File: config.mk
export PLATFORM = sky130hd
export DESIGN_NAME = nodf_module_intf
export DESIGN_NICKNAME = d
export VERILOG_FILES = /design/src/rtl/nodf_module_intf.sv
export SDC_FILE = /design/constraint.sdc
export NUM_CORES = 1
export LEC_CHECK = 0
export ABC_AREA = 1
export ABC_CLOCK_PERIOD_IN_PS = 14990
export CAP_MARGIN = 20
export CORE_AREA = 4 4 190 192
export CTS_CLUSTER_DIAMETER = 200
export CTS_CLUSTER_SIZE = 40
export DETAILED_ROUTE_END_ITERATION = 6
export DIE_AREA = 0 0 194 196
export GPL_ROUTABILITY_DRIVEN = 0
export PLACE_DENSITY = 0.77
export SYNTH_ARGS = -nofsm -noshare
export SYNTH_HDL_FRONTEND = slang
export SYNTH_SLANG_ARGS = --single-unit
File: constraint.sdc
create_clock -name clock -period 14.99 [get_ports clock]
set_input_delay 3.7475 -clock clock [delete_from_list [all_inputs] [get_ports clock]]
set_output_delay 3.7475 -clock clock [all_outputs]
set_load 0.05 [all_outputs]
File: src/rtl/nodf_module_intf.sv
// nodf_module_intf: ap_ctrl handshake monitor counting transactions, latencies and occupancy
module nodf_module_intf #(
    parameter int CNT_W = 32
) (
    input  logic             clock,
    input  logic             reset,
    input  logic             ap_start,
    input  logic             ap_ready,
    input  logic             ap_done,
    input  logic             ap_continue,
    input  logic             finish,
    output logic [1:0]       state,
    output logic [CNT_W-1:0] start_count,
    output logic [CNT_W-1:0] txn_count,
    output logic [CNT_W-1:0] last_latency,
    output logic [CNT_W-1:0] min_latency,
    output logic [CNT_W-1:0] max_latency,
    output logic [CNT_W-1:0] busy_cycles,
    output logic [CNT_W-1:0] stall_cycles,
    output logic [CNT_W-1:0] idle_cycles,
    output logic             txn_done,
    output logic             protocol_err
);
    typedef enum logic [1:0] {IDLE, BUSY, WAIT_CONT, FINISHED} state_t;
    state_t st, st_nx;
    logic [CNT_W-1:0] lat, cur_lat;
    logic complete;

    function automatic logic [CNT_W-1:0] sat_inc(input logic [CNT_W-1:0] v);
        return &v ? v : v + CNT_W'(1);
    endfunction

    assign state = st;

    // cur_lat is the latency including the present cycle
    always_comb begin
        cur_lat = (st == IDLE) ? CNT_W'(1) : sat_inc(lat);
        complete = (st == BUSY && ap_done && ap_continue) || (st == WAIT_CONT && ap_continue) ||
                   (st == IDLE && ap_start && ap_done && ap_continue);
        st_nx = finish ? FINISHED : complete ? IDLE : (st == IDLE) ? (ap_start ? BUSY : IDLE) :
                (st == BUSY) ? (ap_done ? WAIT_CONT : BUSY) : st;
    end

    always_ff @(posedge clock or posedge reset) begin
        if (reset) begin
            st           <= IDLE;
            lat          <= '0;
            start_count  <= '0;
            txn_count    <= '0;
            last_latency <= '0;
            min_latency  <= '1;
            max_latency  <= '0;
            busy_cycles  <= '0;
            stall_cycles <= '0;
            idle_cycles  <= '0;
            txn_done     <= 1'b0;
            protocol_err <= 1'b0;
        end else if (st != FINISHED) begin
            st       <= st_nx;
            lat      <= cur_lat;
            txn_done <= complete;
            if (ap_start && ap_ready) start_count <= sat_inc(start_count);
            if (st == BUSY) busy_cycles <= sat_inc(busy_cycles);
            if (st == WAIT_CONT) stall_cycles <= sat_inc(stall_cycles);
            if (st == IDLE && !ap_start) idle_cycles <= sat_inc(idle_cycles);
            if (st == IDLE && !ap_start && (ap_done || ap_ready)) protocol_err <= 1'b1;
            if (complete) begin
                txn_count    <= sat_inc(txn_count);
                last_latency <= cur_lat;
                if (cur_lat < min_latency) min_latency <= cur_lat;
                if (cur_lat > max_latency) max_latency <= cur_lat;
            end
        end else begin
            txn_done <= 1'b0;
        end
    end
endmodule

==> metrics.txt, run 1 <==
VDD IR-drop max 0.0000683 V; post-synthesis register bit count 292; Fin Clk Skew 0.0446 ns; pin count of the biggest net entering global routing 189; Final Critical Period 6.23 ns; Syn Nets 1896; Switching Power 432 uW; top_reg_cell synth dfrtp_1; CP endpoint kind register; Clock Path Buffers 3; most common cell after layout, fill and taps aside nand2_1; GRT Overall Usage 21.1%; hold path endpoint min_latency[24]; post-CTS setup buffers 0; count of cells resized by post-cts repair 0; initial antenna violation count 1; Worst R2R Start lat[0]; hold_buf cts 0; mux cell area share after synthesis 0%; Crit Reg-Reg Endpoint min_latency[30]; Final nets 2150; sequential element share of the synthesized area 48.2%; DR vias/cell 5.17; hold_sp min_latency[24]; IO Port Bufs 266; sw frac 30.1%; Max-Cap Viols 0; dpl cells 2514; mapped cell area 15300 um^2; Final HPWL DP 30600 um; Worst EP arrival 6.68 ns; core area 34400 um^2; clock latency on the worst-skew pair 0.51 ns; num rows 68; H-tree depth 1; XOR/XNOR share of the synthesized area 8.96%; data required time of the worst path 15.44 ns; critical path type in2reg; final WL 41000 um; R2R Setup Slk 10.21 ns; Clk pwr share 27.4%; worst-margin pin slew 1.05 ns; P_int 1010 uW; root buf cell clkbuf_16; clock transition time at the flip-flop clock pins of the worst setup and hold paths 0.15 ns; ratio of cells with drive above 1 in the final layout 4.23%; Post-Synth Adder-Cell Area 5.66%; clock sink count 292; Distinct cells, synth 48; DIE AREA 38000 um^2; part of the power in registers 56.7%; Gate power share 15.9%; maximum achievable frequency 161 MHz; Hold Path Class reg2reg; WL/cell 16.2 um; I/O pin count 267; post-synthesis compound-gate area fraction 4.83%; Post-Syn Area per Cell 8.38 um^2; vias in the first global route 13200; TritonCTS buffer count 11; final instance count without filler cells 2534; CTS tree built; Hold Path Cell Cnt 2; Die W 194 um; post-route ant nets 0; initial drt markers 853; Pre-antenna DRT Iters 5; Setup TNS 0 ns; Slew Limit Fails 0; setup repair after global routing missed its margin false; R2R depth 19; part of the cycle the worst path needs 41.5%; max_slew headroom 29.9%; Initial Util 44.4%; Final setup viols 0; crit-path max FO 52; crit path launch type input port; Leakage 0.00873 uW; drc violations 0; Warnings, synthesis 0; final hold viol count 0; post-synthesis simple-gate area fraction 26.5%; Mapped Cells 1820; most frequent cells in the layout 518 x nand2_1, 266 x clkdlybuf4s50_1, 260 x dfrtp_1; PwrDens 76.5 nW/um^2; die height 196 um; EDFF count, synth 0; status completed; vias 13100; Async SR Flop Fraction 100%; Area Growth Syn to Fin 23.1%; first-pass GRT wire length 67900 um; GRT overflow 0; main combinational cell family by area after synthesis simple AND/OR/NAND/NOR gates
==> critical path, cell delays in order <==
cell,delay (ns)
clkdlybuf4s50_1,0.50
o211ai_1,0.18
nor2_8,0.43
inv_2,0.43
a2111o_1,0.46
a211oi_4,0.20
nand2_2,0.42
nand2_1,0.20
nand2_1,0.07
==> worst max path at each step <==
stage                     startpoint               to  slack (ns)  cells past startpoint
after floorplan                reset   busy_cycles[0]        3.23                      1
after detailed placement     ap_done   max_latency[1]        7.65                      8
final                        ap_done  min_latency[30]        8.76                      9
after global routing         ap_done   min_latency[1]        8.53                      9
after global placement       ap_done  max_latency[30]        7.84                      8
after CTS                    ap_done   max_latency[1]        8.21                      8
==> sequential cells by signal, indices dropped and copies added, names as in the netlist <==
name and count:
protocol_err 1, last_latency 32, max_latency 32, lat 32
busy_cycles 32, idle_cycles 32, state 2, stall_cycles 32
txn_done 1, min_latency 32, start_count 32, txn_count 32
==> power groups by stage <==
stage	clock network, uW	logic [uW]	registers, uW
finish	394	228	815
global route	438	250	817
CTS	410	229	815
detailed placement	0	229	829
global placement	0	221	829
floorplan	0	129	860
==> cell type report <==
class	count	area, um^2
tap	455	569
multi-input combinational	1298	7000
clock inverter	1	30.0
inverter	193	732
timing repair buffer	278	2810
clock buffer	16	294
fill	3108	15600
antenna	1	2.50
sequential	292	7350
==> per-stage QoR <==
step / hold WS (ns) / power (uW) / utilization, % / area [um^2] / setup slack [ns]
after global placement: 0.447 / 1050 / 53.5 / 18400 / 7.84
after detailed placement: 0.469 / 1060 / 53.5 / 18400 / 7.65
final: 0.488 / 1440 / 54.6 / 18800 / 8.76
after CTS: 0.491 / 1450 / 54.5 / 18700 / 8.21
after global routing: 0.506 / 1510 / 54.6 / 18800 / 8.53
after floorplan: 0.489 / 990 / - / 15300 / 3.23
==> per-layer routing <==
layer / GRT usage, % / routed length (um)
met4: 5.49 / 1060
met3: 4.24 / 2630
met2: 35.7 / 19700
met1: 28.1 / 17600
met5: 0 / 0
==> cells in the mapped netlist (all sizes together), types with 15 or more instances <==
cell    count  share of area, %
buf        15              0.65
inv       193               4.7
dfstp      32               5.5
xnor2      67               3.8
xor2       89               5.1
nand4      41               1.7
ha         69               5.7
nor2      161               4.3
nand2     523                13
a21oi      40               1.3
nor3       55               1.9
dfrtp     260                43
nand3     138               4.5
clkbuf     22              0.54
o21ai      61               2.0
==> kinds of logic (layout without fill, tap and decap cells) <==
group	count (synthesis)	in the layout
simple gates	944	944
xor+xnor	156	156
flops	292	292
fa+ha+maj	69	69
compound gates	129	129
buf+inv	230	488
other cells	0	1
Note: power is estimated with default switching activity, not from simulation.
==> inputs of run 2 (changes only) <==
ABC_CLOCK_PERIOD_IN_PS = 6300   (was 14990)
clock period = 6.3 ns   (was 14.99 ns; I/O delays follow)
==> metrics.txt, run 2 (synthesis results as in run 1) <==
post-CTS setup buffers 0 (unchanged); die height 196 um (unchanged); max incr delay on CP 0.71 ns (+0.21 ns); Worst EP arrival 5.34 ns (-1.34 ns); R2R Setup Slk 1.41 ns (-8.80 ns); setup repair after global routing missed its margin false; crit-path max FO 33 (-37%); R2R depth 18 (-1); final WL 40600 um (-0.87%); dpl cells 2511 (-0.12%); Leakage 0.00870 uW (-0.35%); clock sink count 292 (unchanged); Setup WS pre-CTS 1.51 ns (-6.14 ns); Area Growth Syn to Fin 22.8%; Hold Path Class reg2reg; vias 13200 (+0.56%); clock transition time at the flip-flop clock pins of the worst setup and hold paths 0.14 ns (about the same); post-route ant nets 0 (unchanged); worst-margin pin slew 0.964 ns (-0.0872 ns); maximum achievable frequency 205 MHz; count of cells resized by post-cts repair 0 (unchanged); root buf cell clkbuf_16; most common cell after layout, fill and taps aside nand2_1; I/O pin count 267 (unchanged); GRT Overall Usage 20.9% (-0.28 points); Clock Path Buffers 3 (unchanged); DIE AREA 38000 um^2 (unchanged); most frequent cells in the layout 518 x nand2_1, 266 x clkdlybuf4s50_1, 260 x dfrtp_1; final instance count without filler cells 2530 (-0.16%); hold_sp min_latency[5]; pin count of the biggest net entering global routing 156 (-17%); critical path type reg2reg; num rows 68 (unchanged); IO Port Bufs 266 (unchanged); max_slew headroom 35.6% (+5.7 points); Setup TNS 0 ns (unchanged); DR vias/cell 5.21 (+0.72%); most frequent cell on the critical path nand2_1; first-pass GRT wire length 67000 um (-1.3%); Final nets 2146 (-0.19%); Die W 194 um (unchanged); Pre-antenna DRT Iters 7 (+2); Final HPWL DP 30500 um (-0.20%); hold_buf cts 0 (unchanged); Hold Path Cell Cnt 2 (unchanged); status completed; vias in the first global route 13200 (-0.53%); final hold viol count 0 (unchanged); Fin Clk Skew 0.0480 ns (+0.00337 ns); crit path cell chain inv_1 -> nor3_1 -> nand3_1 -> nor2_1 -> nand4_1 -> or2_2 -> nand3_1 -> nand2_1 -> inv_1 -> ha_1 -> nand2_1 -> nor2_1 -> nand4_1 -> nor4_1 -> nand2_2 -> nand2_2 -> nand2_1 -> nand2_1; initial drt markers 812 (-4.8%); Final WS setup 1.41 ns (-7.35 ns); slowest CP cell nand2_2; Final setup viols 0 (unchanged); Crit Reg-Reg Endpoint min_latency[13]; crit path from lat[0]; CP endpoint kind register; clock latency on the worst-skew pair 0.51 ns (about the same); Worst R2R Start lat[0]; hold path endpoint min_latency[5]; Area after DPL 18400 um^2 (about the same); Initial Util 44.4% (unchanged); PwrDens 181 nW/um^2 (+140%); initial antenna violation count 2 (+1); data required time of the worst path 6.75 ns (-8.69 ns); core area 34400 um^2 (unchanged); VDD IR-drop max 0.000175 V (+160%); TritonCTS buffer count 11 (unchanged); drc violations 0 (unchanged); Max-Cap Viols 0 (unchanged); ratio of cells with drive above 1 in the final layout 4.05% (-0.18 points); Final Critical Period 4.89 ns; final-layout fill cell count 3181 (+2.3%); H-tree depth 1 (unchanged); GRT overflow 0 (unchanged); WL/cell 16.1 um (-0.71%); part of the cycle the worst path needs 77.6%; worst hold slack 0.487 ns (-0.000550 ns); crit path launch type register; CTS tree built; Slew Limit Fails 0 (unchanged); finished layout cell area 18700 um^2 (-0.23%)
[run 2: worst max path at each step]
stage                      endpoint  slack, ns  cells past startpoint
finish              min_latency[13]       1.41                     18
global route        min_latency[11]       0.98                     18
CTS                 min_latency[13]       1.51                     18
detailed placement  min_latency[17]       1.51                     18
global placement     min_latency[0]       1.61                     18
floorplan            busy_cycles[0]       0.88                      1
[run 2: where the power goes]
part,switching (uW),internal [uW]
registers,33.3,1910
clock network,591,339
logic,389,136
total,1010,2380
[run 2: critical path: cells and delay by family (launching register included)]
| kind | cells | cell delay (ns) |
|---|---|---|
| buffers and inverters | 2 | 0.26 |
| flip-flops | 1 | 0.40 |
| AND/OR/NAND/NOR | 15 | 3.95 |
| adder cells (fa/ha/maj) | 1 | 0.21 |
[run 2: per-stage QoR]
step	total power [uW]	utilization, %
after detailed placement	2500	53.5
after CTS	3430	54.4
after global routing	3550	54.5
after floorplan	2360	-
after global placement	2490	53.5
final	3390	54.5
[run 2: per-layer routing]
layer / global-route usage, % / part of all wire, % / routed length, um / vias to the layer above
met1: 27.5 / 42 / 17200 / 6354
li1: - / - / - / 6342
met5: 0 / 0 / 0 / -
met3: 4.02 / 7.0 / 2840 / 61
met2: 35.6 / 48 / 19400 / 421
met4: 5.44 / 2.8 / 1150 / 0
[run 2: cell type report]
| type | count | area (um^2) | share of cell area [%] |
|---|---|---|---|
| inverter | 193 | 728 | 3.89 |
| timing repair buffer | 274 | 2770 | 14.8 |
| clock buffer | 15 | 290 | 1.55 |
| multi-input combinational | 1298 | 7000 | 37.4 |
| clock inverter | 1 | 30.0 | 0.160 |
| sequential | 292 | 7350 | 39.2 |
| tap | 455 | 569 | 3.04 |
| antenna | 2 | 5.00 | 0.0267 |
